[config.mk]
export PLATFORM = sky130hd
export DESIGN_NAME = frame_serializer
export DESIGN_NICKNAME = d
export VERILOG_FILES = /design/src/rtl/frame_serializer.sv
export SDC_FILE = /design/constraint.sdc
export NUM_CORES = 1
export LEC_CHECK = 0
export CORE_MARGIN = 2
export CORE_UTILIZATION = 36
export CTS_BUF_LIST = sky130_fd_sc_hd__clkbuf_8
export DETAILED_ROUTE_END_ITERATION = 10
export GPL_TIMING_DRIVEN = 0
export HOLD_SLACK_MARGIN = 0.05
export SLEW_MARGIN = 20
export SYNTH_ARGS = -nofsm -noshare
export SYNTH_HDL_FRONTEND = slang
export SYNTH_SLANG_ARGS = --single-unit
[constraint.sdc]
create_clock -name clk_sig -period 1.9 [get_ports clk_sig]
set_input_delay 0.38 -clock clk_sig [delete_from_list [all_inputs] [get_ports clk_sig]]
set_output_delay 0.38 -clock clk_sig [all_outputs]
set_load 0.05 [all_outputs]
[src/rtl/frame_serializer.sv]
// -----------------------------------------------------------------------------
// frame_serializer
//
// Takes one parallel payload word over a valid/ready handshake and shifts the
// frame out MSB-first, one bit per symbol tick, towards the convolutional
// encoder / BPSK mapper. Frame layout on the wire:
//   SYNC_WORD (SYNC_WIDTH bits) | payload (DATA_WIDTH bits) | TAIL_LEN zeros
// The trailing zeros flush the encoder memory.
//
// Ports
//   clk_sig        in   system clock, rising edge
//   reset_sig      in   asynchronous reset, active high
//   data_in_sig    in   payload word
//   data_valid_sig in   payload word present
//   data_ready_sig out  block can accept a word (only in IDLE)
//   tick_sig       in   symbol strobe, single-cycle carry of the rate counter
//   bit_sig        out  current serial bit, held between ticks
//   bit_valid_sig  out  one-cycle pulse marking a new bit on bit_sig
//   busy_sig       out  frame in progress
//   frame_done_sig out  one-cycle pulse together with the last bit
//
// All outputs are registered. A bit appears one cycle after its tick.
// -----------------------------------------------------------------------------
module frame_serializer #(
    parameter int                    DATA_WIDTH = 16,
    parameter int                    SYNC_WIDTH = 8,
    parameter logic [SYNC_WIDTH-1:0] SYNC_WORD  = 8'hB8,
    parameter int                    TAIL_LEN   = 2
) (
    input  logic                  clk_sig,
    input  logic                  reset_sig,
    input  logic [DATA_WIDTH-1:0] data_in_sig,
    input  logic                  data_valid_sig,
    output logic                  data_ready_sig,
    input  logic                  tick_sig,
    output logic                  bit_sig,
    output logic                  bit_valid_sig,
    output logic                  busy_sig,
    output logic                  frame_done_sig
);

    localparam int MAX_SD  = (SYNC_WIDTH > DATA_WIDTH) ? SYNC_WIDTH : DATA_WIDTH;
    localparam int MAX_SDT = (MAX_SD > TAIL_LEN) ? MAX_SD : TAIL_LEN;
    localparam int MAX_LEN = (MAX_SDT > 2) ? MAX_SDT : 2;
    localparam int IDX_W   = $clog2(MAX_LEN);

    localparam logic [IDX_W-1:0] SYNC_LAST = IDX_W'(SYNC_WIDTH - 1);
    localparam logic [IDX_W-1:0] DATA_LAST = IDX_W'(DATA_WIDTH - 1);
    localparam logic [IDX_W-1:0] TAIL_LAST = IDX_W'((TAIL_LEN > 0) ? TAIL_LEN - 1 : 0);
    localparam logic             HAS_TAIL  = (TAIL_LEN > 0);

    typedef enum logic [1:0] {
        IDLE = 2'd0,
        SYNC = 2'd1,
        DATA = 2'd2,
        TAIL = 2'd3
    } state_t;

    state_t                state_q;
    logic [IDX_W-1:0]      idx_q;
    logic [SYNC_WIDTH-1:0] sync_q;
    logic [DATA_WIDTH-1:0] data_q;
    logic                  bit_q;
    logic                  bit_valid_q;
    logic                  busy_q;
    logic                  frame_done_q;
    logic                  ready_q;

    // Next serial bit and section bookkeeping for the current state.
    logic cur_bit_d;
    logic sec_last_d;
    logic frame_end_d;

    always_comb begin
        cur_bit_d   = 1'b0;
        sec_last_d  = 1'b0;
        frame_end_d = 1'b0;
        case (state_q)
            SYNC: begin
                cur_bit_d  = sync_q[SYNC_WIDTH-1];
                sec_last_d = (idx_q == SYNC_LAST);
            end
            DATA: begin
                cur_bit_d   = data_q[DATA_WIDTH-1];
                sec_last_d  = (idx_q == DATA_LAST);
                // Without a tail the last payload bit closes the frame.
                frame_end_d = sec_last_d && !HAS_TAIL;
            end
            TAIL: begin
                cur_bit_d   = 1'b0;
                sec_last_d  = (idx_q == TAIL_LAST);
                frame_end_d = sec_last_d;
            end
            default: begin
                cur_bit_d   = 1'b0;
                sec_last_d  = 1'b0;
                frame_end_d = 1'b0;
            end
        endcase
    end

    always_ff @(posedge clk_sig or posedge reset_sig) begin
        if (reset_sig) begin
            state_q      <= IDLE;
            idx_q        <= '0;
            sync_q       <= '0;
            data_q       <= '0;
            bit_q        <= 1'b0;
            bit_valid_q  <= 1'b0;
            busy_q       <= 1'b0;
            frame_done_q <= 1'b0;
            ready_q      <= 1'b0;
        end else begin
            bit_valid_q  <= 1'b0;
            frame_done_q <= 1'b0;
            case (state_q)
                IDLE: begin
                    busy_q  <= 1'b0;
                    ready_q <= 1'b1;
                    // Ticks here are ignored, including one coincident with
                    // acceptance: the first bit waits for the next tick.
                    if (data_valid_sig && ready_q) begin
                        data_q  <= data_in_sig;
                        sync_q  <= SYNC_WORD;
                        idx_q   <= '0;
                        state_q <= SYNC;
                        ready_q <= 1'b0;
                        busy_q  <= 1'b1;
                    end
                end
                default: begin
                    if (tick_sig) begin
                        bit_q       <= cur_bit_d;
                        bit_valid_q <= 1'b1;
                        idx_q       <= idx_q + IDX_W'(1);
                        if (state_q == SYNC) sync_q <= sync_q << 1;
                        if (state_q == DATA) data_q <= data_q << 1;
                        if (sec_last_d) begin
                            idx_q <= '0;
                            if (frame_end_d) begin
                                // Back to IDLE with the final bit so a new
                                // word can be accepted in the done cycle.
                                state_q      <= IDLE;
                                busy_q       <= 1'b0;
                                ready_q      <= 1'b1;
                                frame_done_q <= 1'b1;
                            end else if (state_q == SYNC) begin
                                state_q <= DATA;
                            end else begin
                                state_q <= TAIL;
                            end
                        end
                    end
                end
            endcase
        end
    end

    assign data_ready_sig = ready_q;
    assign bit_sig        = bit_q;
    assign bit_valid_sig  = bit_valid_q;
    assign busy_sig       = busy_q;
    assign frame_done_sig = frame_done_q;

endmodule

======== After elaboration in Yosys (flattened, before gate mapping) ========
Index checks and enable logic that the tools add are counted.
operators by class
  add/subtract/negate cells ............... 1
  eq/ne operators ......................... 7
  multiplexer cells ....................... 37
  bitwise logic cells ..................... 1
  reduce and logical (&&, ||, !) cells .... 13
operators by type and width
  cell                                                                   number
  16-bit two-way mux                                                     4
  8-bit two-way mux                                                      4
  1-bit two-way mux                                                      18
  4-bit two-way mux                                                      4
  3-bit AND reduction                                                    4
  2-bit two-way mux                                                      5
  2-bit nonzero test                                                     5
  4-bit by 1-bit adder with 4-bit output, second input constant          1
  2-bit equality test, second input constant                             2
  4-bit by 1-bit equality test with 1-bit output, second input constant  1
  4-bit by 3-bit equality test with 1-bit output, second input constant  1
  4-bit equality test, second input constant                             1
  2-bit AND reduction                                                    2
  1-bit case mux with 3 select lines                                     1
  2-bit by 1-bit equality test with 1-bit output, second input constant  1
  2-bit logical NOT                                                      1
  2-bit != test, second input constant                                   1
  1-bit case mux with 2 select lines                                     1
  1-bit logical AND                                                      1
  1-bit inverter                                                         1
storage, ports and cells
  register bits after elaboration ......... 35
  output and inout bits ................... 5
  logic and storage cells ................. 68

======== Logic depth before layout (Yosys ltp) ========
Gate-level depths: netlist (run 1).
  word-level depth ........................ 6
  mapped depth ............................ 9
  depth with buffers taken out ............ 7

======== Least setup slack after synthesis (run 1) ========
OpenSTA, ideal clock, no wires.
  path type ............................... register to register
  start ................................... reg state_q[1]
  end ..................................... reg state_q[0]
  setup time .............................. 0.128 ns
  arrival ................................. 1.531 ns
  setup slack ............................. 0.240 ns
  stages on the path, launching flop included .. 9
  path buffers ............................ 2
  cells stage by stage .................... dfrtp_1 -> inv_1 -> ha_1 -> buf_4 -> nand2b_4 -> buf_6 -> o31a_1 -> nor3_2 -> a211oi_1
between the ends
  longest elaborated chain between the ends .. 6
  elaborated cells on any way between the ends .. 15
  classes of those cells .................. eq/ne: 4; mux: 7; reduce/logical: 4
ends and longest elaborated chain
  item                                                                                          RTL line  text
  start, declared                                                                               59        state_t state_q;
  start signal, assigned                                                                        104       state_q <= IDLE;
  start signal, assigned                                                                        126       state_q <= SYNC;
  start signal, assigned                                                                        143       state_q <= IDLE;
  2-bit by 1-bit equality test with 1-bit output / 2-bit equality test (equally long branches)  78, 147
  1-bit two-way mux, on equally long branches                                                   147, 78
  2-bit two-way mux                                                                             140       if (frame_end_d) begin
  2-bit two-way mux                                                                             138       if (sec_last_d) begin
  2-bit two-way mux                                                                             132       if (tick_sig) begin
  2-bit two-way mux                                                                             116       case (state_q)
Parallel ways exist; a longest one is shown, timed or not. The select of a mux whose other input is x is not followed.
A chain may end at the register's enable or synchronous reset.

======== Worst setup path after layout (run 1) ========
  start ................................... reg busy_q, in the netlist busy_sig
  end ..................................... out busy_sig
RTL lines
  item                    RTL line  text
  start, declared         65        logic busy_q;
  start signal, assigned  110       busy_q <= 1'b0;
  start signal, assigned  118       busy_q <= 1'b0;
  start signal, assigned  128       busy_q <= 1'b1;
  end, declared           38        output logic busy_sig,
No word-level cell between the ends.

==> results of run 1 <==
[worst register-to-register path, stage by stage, from the launching register on]
cell and delay, ns:
dfrtp_2 0.43, inv_1 0.08, ha_1 0.19, buf_4 0.18
nand2b_4 0.16, buf_6 0.14, o31a_1 0.30, nor3_2 0.13
a211oi_1 0.07
[synthesized netlist by cell type (3+ instances only)]
master,instances,share of area [%]
nor3_1,3,0.95
a211oi_1,3,1.4
nand3_1,5,1.6
o21ai_0,22,7.0
inv_1,5,1.2
nand2_1,28,6.7
dfrtp_1,32,51
nor2_1,8,1.9
a21oi_1,3,0.95
ha_1,6,4.8
o31ai_1,3,1.4
mux2i_1,15,9.5
[state kept, by name, indices dropped and copies added (netlist names)]
name            count
data_q             16
sync_q              5
idx_q               4
state_q             2
bit_sig             1
bit_valid_sig       1
busy_sig            1
data_ready_sig      1
frame_done_sig      1
[cell families after synthesis]
logic type	share of synthesized area, %
buffers and inverters	4.28
adders and majority gates	4.76
AOI/OAI and AO/OA	14.8
DFF	50.8
and+or+nand+nor	15.4
muxes	9.52
xor gates and xnor gates	0.555
[area by class of cell]
type                    instances  area [um^2]  share of cell area [%]
inverters                       6         22.5                    1.12
clock inverters                 2         7.51                   0.373
repair buffers                 26          258                    12.8
clock buffers                   6         82.6                    4.11
flip-flops and latches         32          802                    39.9
multi-input cells             111          722                    35.9
plain buffers                   7         51.3                    2.55
well taps                      52         65.1                    3.24
[power by group through the flow]
stage	combinational [uW]	sequential [uW]	clock [uW]
floorplan	902	1250	0
global placement	1310	1160	0
detailed placement	1350	1180	0
CTS	1360	1170	539
global route	1570	1210	574
finish	1400	1170	526
[timing repair]
action,in CTS,in global routing
endpoints found under the hold margin,0,0
setup buffers,0,2
endpoints found under the setup margin,0,22
resized for setup,0,10
[worst paths after layout]
kind                                    to  slack (ns)  cells after the start
min in group asynchronous         idx_q[1]        0.51                      2
max in group asynchronous       state_q[1]        0.92                      2
worst max-delay path              busy_sig        0.09                      1
worst min-delay path            data_q[14]        0.48                      2
worst max register to register  state_q[0]        0.10                      8
worst min register to register  data_q[14]        0.48                      2
[metrics by stage]
stage	std cells	setup WS [ns]	total power (uW)
after global routing	242	0.0150	3350
after global placement	232	0.0560	2470
after floorplan	156	0.240	2150
final	242	0.0894	3090
after CTS	240	0.0194	3060
after detailed placement	232	0.0462	2530
[metal layers]
layer	share of wire [%]	up-vias	track usage, %
met1	46	595	19.2
li1	-	608	-
met4	1.6	0	5.13
met2	48	27	24.0
met3	4.3	6	3.75
met5	0	-	0
==> results.cfg, run 1 <==
[synth]
synthFlopType = dfrtp_1
syn_inst = 156
ys_seq_elements = 32
syn-num-nets = 182
async_flop_share_pct = 100
synth_area_mm2 = 0.00158
netlist-cell-type-count = 31
synth.avg_cell_area_um2 = 10.1
synth-edff-count = 0
synth_warnings = 0
yosysSeqAreaShare_pct = 50.8

[floorplan]
fp-row-count = 24
coreArea_mm2 = 0.00429
dieArea_mm2 = 0.00493
initial_core_util_pct = 36.7
num_io_pins = 25
die_w_um = 70.2
die_h_um = 70.2

[cells_and_area]
area_growth_pct = 27.4
post-route-util_pct = 46.8
n_antenna_cell = 0
fin_nets = 215
fin_area_mm2 = 0.00201
fillers = 394
drive_gt1_share_pct = 13.7
layout_commonest_cell = dfrtp_1
layout_common_cells = 31 x dfrtp_1, 28 x nand2_1, 23 x clkdlybuf4s50_1, 22 x o21ai_0, 15 x mux2i_1

[grt]
first_global_vias = 1259
grt_max_degree = 33
grt_use_total_pct = 14.8
antenna_found_initial = 0
overflow = 0
grt_pass1_wl_um = 5780

[critical_path]
cp_max_fo = 2
cp.arrival_ns = 1.43
critPathBufInv = 1
crit_chain = clkdlybuf4s50_1
path_class = reg -> out
rr_startpoint = state_q[1]
crit_path_end_kind = output pin
worst_path_max_delay_cell = clkdlybuf4s50_1
cp_data_required_time_ns = 1.52
critPathLaunch = busy_sig
start_kind = register
cp_top_family = buffers and inverters
cpPeakStageDelay_ns = 0.80

[power_and_ir_drop]
power.share.clock_pct = 17.0
p_per_area_mw_per_mm2 = 1540
p_leak_uw = 0.000924
combPwrFrac_pct = 45.1
cell_internal_pwr_uw = 1860
p_seq_share_pct = 37.9
power.share.switching_pct = 40.0
p_switching_uw = 1240
vdd_drop_max_mv = 0.668

[placed_design]
dp_hpwl_um = 2360
routabilityCongestion = 0.851
postPlaceCellArea_mm2 = 0.00188
port_buffers = 24

[hold_path]
hp-class = reg -> reg
hold_path_startpoint = data_q[14]

[timing]
timing.final.crit_share_pct = 95.3
rsz0062_at_grt = no
worstMarginPinSlew_ns = 0.662
fin_skew_ns = 0.00666
slew_headroom_pct = 55.8
slew_viol_final = 0
setup_viol = 0
finalHoldViolations = 0
holdWs_ns = 0.480
max_freq_mhz = 552
period_needed_ns = 1.81
tns_ns = 0

[cts]
cts.sinks = 32
ctsHoldBuffers = 0
cts_max_level = 2
clk_pin_slew_ns = 0.06
clock_path_buffers = 2
cts_tree = done
cts_root_buf = clkbuf_8
numCtsBuffers = 5
clk_latency_ns = 0.28

[detailed_routing]
avgRoutedWirePerCell_um = 13.6
via_per_inst = 5.11
num_vias = 1236
drtPass1Iterations = 4
drc = 0
postRouteAntennaNets = 0
drt_iter0_markers = 29
wl_um = 3290

[run]
maxCapViolCount = 0

[run_status]
outcome = complete, no violations
Power figures use the tool's default switching activity.
==> run 2, diff against run 1 <==
CORE_UTILIZATION = 45   (was 36)
CTS_CLUSTER_SIZE = 28   (was not set)
PLACE_DENSITY = 0.69   (was not set)
==> results.cfg, run 2 (synthesis gave the netlist of run 1 again) <==
[cts]
clock_path_buffers = 2
clk_pin_slew_ns = 0.06
clk_latency_ns = 0.28
cts.sinks = 32
ctsHoldBuffers = 0
cts_tree = done
numCtsBuffers = 5
cts_root_buf = clkbuf_8
cts_max_level = 2

[floorplan]
coreArea_mm2 = 0.00336
initial_core_util_pct = 46.9
fp-row-count = 21
dieArea_mm2 = 0.00400
num_io_pins = 25
die_w_um = 63.2
die_h_um = 63.2

[timing]
setup_viol = 0
max_freq_mhz = 552
slew_headroom_pct = 57.2
period_needed_ns = 1.81
worstMarginPinSlew_ns = 0.641
rsz0062_at_grt = no
slew_viol_final = 0
finalHoldViolations = 0
timing.final.crit_share_pct = 95.4
tns_ns = 0
fin_skew_ns = 0.00683
holdWs_ns = 0.481

[critical_path]
critPathBufInv = 1
cp_max_fo = 2
crit_path_end_kind = output pin
worst_path_max_delay_cell = clkdlybuf4s50_1
crit_chain = clkdlybuf4s50_1
cpPeakStageDelay_ns = 0.80
path_class = reg -> out
rrSetupSlack_ns = 0.12
rr_startpoint = state_q[0]
start_kind = register
cp.arrival_ns = 1.43
cp_data_required_time_ns = 1.52
reg2reg_depth = 8
cp_top_family = buffers and inverters
timing.rr.end = state_q[0]

[detailed_routing]
num_vias = 1208
avgRoutedWirePerCell_um = 13.3
postRouteAntennaNets = 0
met3WireLength_um = 163
via_per_inst = 5.16
wl_met2_um = 1550
drtPass1Iterations = 4
drt_iter0_markers = 38
wl_met1_um = 1370
drc = 0
wl_um = 3120
dr.max_layer_used = met4

[cells_and_area]
n_antenna_cell = 0
layout_common_cells = 31 x dfrtp_1, 28 x nand2_1, 23 x clkdlybuf4s50_1, 22 x o21ai_0, 15 x mux2i_1
multi_input_area_um2 = 716
largest_reg_flops = 16
layout_commonest_cell = dfrtp_1
seq_area_um2 = 802
biggestRegsByFlops = data_q (16), sync_q (5), idx_q (4)
fillers = 315
final_cells = 234
fin_nets = 213
area_growth_pct = 25.7
drive_gt1_share_pct = 13.3
top_register = data_q

[hold_path]
hp-class = reg -> reg
hold_end = data_q[7]
hold_path_startpoint = data_q[7]
holdPathStages = 2

[run_status]
outcome = complete, no violations

[power_and_ir_drop]
vdd_drop_max_mv = 0.740
finalPower_uw = 3040
p_per_area_mw_per_mm2 = 1540
p_leak_uw = 0.000908

[grt]
first_global_vias = 1212
antenna_found_initial = 0
grt_pass1_wl_um = 5440
grt_max_degree = 33
overflow = 0
grt_use_total_pct = 17.5

[placed_design]
dp_hpwl_um = 2240
routabilityCongestion = 0.791
port_buffers = 24
dp_cells = 226

[run]
maxCapViolCount = 0
==> run 2: cell count changes in the layout (fill, tap and decap cells not counted), sizes merged <==
cell and change:
inv -2, buf -2, clkinv +2
==> run 2: per-stage QoR <==
step	setup slack, ns	area, um^2	utilization, %
after detailed placement	0.0845	1880	55.8
after CTS	0.0381	1970	58.5
final	0.0873	1980	59.0
after floorplan	0.240	1580	-
after global routing	0.0101	1980	59.0
after global placement	0.0861	1880	55.8
==> run 2: metal layers <==
layer,track usage [%],vias to the layer above
li1,-,601
met1,22.2,571
met2,28.1,32
met3,5.36,4
met4,7.07,0
met5,0,-
==> run 2: timing repair <==
| action | 4_1_cts | 5_1_grt |
|---|---|---|
| setup endpoints to repair | 0 | 21 |
| setup buffers | 0 | 0 |
| gates resized for setup | 0 | 8 |
==> run 2: power breakdown <==
part | leakage [uW] | switching [uW] | internal, uW
clock network | 0.0000510 | 242 | 289
registers | 0.000403 | 197 | 972
logic | 0.000454 | 777 | 568
==> run 2: cell type report <==
type                    count  share of cell area (%)
clock buffers               6                    4.16
multi-input cells         111                    36.1
repair buffers             24                    12.2
clock inverters             2                   0.505
well taps                  46                    2.90
plain buffers               7                    2.52
flip-flops and latches     32                    40.4
inverters                   6                    1.14
==> run 2: worst max path at each step <==
stage                         startpoint        endpoint  depth (start not counted)
after floorplan               state_q[1]      state_q[0]                          8
after global placement         reset_sig        idx_q[3]                          2
after detailed placement      state_q[1]       data_q[3]                          7
after CTS                 data_ready_sig  data_ready_sig                          1
after global routing          state_q[1]       data_q[8]                          9
final                           busy_sig        busy_sig                          1
==> run 3, diff against run 2 <==
ABC_CLOCK_PERIOD_IN_PS = 1900   (was not set)
DONT_BUFFER_PORTS = 1   (was not set)
PLACE_DENSITY = not set   (was 0.69)
==> results.cfg, run 3 (synthesis gave the netlist of run 1 again) <==
[cells_and_area]
fin_nets = 189
drive_gt1_share_pct = 15.9
largest_reg_flops = 16
area_growth_pct = 12.4
fillers = 332
biggestRegsByFlops = data_q (16), sync_q (5), idx_q (4)
layout_common_cells = 31 x dfrtp_1, 28 x nand2_1, 22 x o21ai_0, 15 x mux2i_1, 8 x nor2_1
seq_area_um2 = 802
top_register = data_q
layout_commonest_cell = dfrtp_1
n_antenna_cell = 0
multi_input_area_um2 = 716

[timing]
timing.final.crit_share_pct = 93.1
slew_headroom_pct = 56.7
holdWs_ns = 0.0660
worstMarginPinSlew_ns = 0.649
fin_skew_ns = 0.00461
setup_viol = 0
period_needed_ns = 1.77
tns_ns = 0
finalHoldViolations = 0
slew_viol_final = 0
max_freq_mhz = 565
rsz0062_at_grt = yes

[power_and_ir_drop]
p_leak_uw = 0.000825
vdd_drop_max_mv = 0.665
p_per_area_mw_per_mm2 = 1760

[critical_path]
crit_top_cell = inv_2
cp.arrival_ns = 1.93
start_kind = register
worst_path_max_delay_cell = dfrtp_1
cp_max_fo = 10
rrSetupSlack_ns = 0.13
cpPeakStageDelay_ns = 0.43
crit_chain = inv_2, ha_1, buf_4, nand2b_4, inv_2, a21oi_4, buf_2, o21ai_0
path_class = reg -> reg
crit_path_end_kind = register
cp_data_required_time_ns = 2.06

[detailed_routing]
wl_um = 3040
drc = 0
drt_iter0_markers = 20
postRouteAntennaNets = 0
via_per_inst = 5.32
drtPass1Iterations = 4
num_vias = 1117
avgRoutedWirePerCell_um = 14.5

[floorplan]
dieArea_mm2 = 0.00400
num_io_pins = 25
fp-row-count = 21
die_w_um = 63.2
coreArea_mm2 = 0.00336
die_h_um = 63.2
initial_core_util_pct = 46.9

[cts]
cts_tree = done
cts.sinks = 32
clock_path_buffers = 2
postCtsSetupBuffers = 0
clk_latency_ns = 0.28
clk_pin_slew_ns = 0.07
cts_root_buf = clkbuf_8
ctsHoldBuffers = 0
ctsResizeCount = 0
cts_max_level = 2
numCtsBuffers = 5

[grt]
first_global_vias = 1130
overflow = 0
grt_pass1_wl_um = 5530
grt_use_total_pct = 17.5
grt_max_degree = 33
antenna_found_initial = 0

[placed_design]
routabilityCongestion = 0.807
dp_hpwl_um = 2240
port_buffers = 0

[hold_path]
hp-class = in -> async

[run]
maxCapViolCount = 0

[run_status]
outcome = complete, no violations
[run 3: cell count changes in the layout (fill, tap and decap cells not counted)]
cell	before	now
buf_2	1	2
bufinv_16	0	1
clkbuf_1	1	0
clkbuf_2	0	1
clkbuf_4	2	1
clkbuf_8	6	7
clkdlybuf4s50_1	23	0
clkinv_2	2	0
dlymetal6s2s_1	1	0
[run 3: final cells by class]
class	instances	share of cell area, %
multi-input combinational	111	40.4
clock buffer	7	5.43
inverter	6	1.27
buffer	7	2.75
clock inverter	1	1.69
sequential	32	45.2
tap	46	3.25
[run 3: routing by layer]
| metal | routed length (um) | up-vias | global-route usage (%) |
|---|---|---|---|
| li1 | - | 558 | - |
| met1 | 1420 | 533 | 23.6 |
| met2 | 1450 | 21 | 27.0 |
| met3 | 134 | 5 | 5.54 |
| met4 | 32 | 0 | 5.71 |
| met5 | 0 | - | 0 |
[run 3: worst paths after layout]
kind,cells past startpoint,startpoint,endpoint
worst max-delay path,8,state_q[0],data_q[14]
worst min-delay path,1,reset_sig,bit_valid_sig
worst max register to register,8,state_q[0],data_q[14]
worst min register to register,2,data_q[13],data_q[13]
max in group asynchronous,1,reset_sig,state_q[1]
min in group clk_sig,2,data_in_sig[0],data_q[0]
[run 3: critical path: cells and delay by family, from the launching register on]
| kind | cells | cell delay [ns] |
|---|---|---|
| compound gates | 2 | 0.30 |
| fa+ha+maj | 1 | 0.15 |
| buf+inv | 4 | 0.61 |
| flops | 1 | 0.43 |
| simple gates | 1 | 0.16 |
[run 3: stage by stage]
step / instances / utilization [%] / worst slack (ns) / instance area [um^2] / total power, uW
floorplan: 156 / - / 0.240 / 1580 / 2150
global placement: 202 / 48.6 / 0.0996 / 1640 / 2360
detailed placement: 202 / 48.6 / 0.0312 / 1640 / 2410
CTS: 210 / 52.4 / 0.0260 / 1760 / 3130
global route: 210 / 52.7 / -0.000609 / 1770 / 3390
finish: 210 / 52.7 / 0.131 / 1770 / 3120
[run 3: power by group]
part	internal [uW]	switching [uW]	leakage (uW)
clock	462	252	0.0000645
combinational	478	628	0.000358
sequential	970	332	0.000403
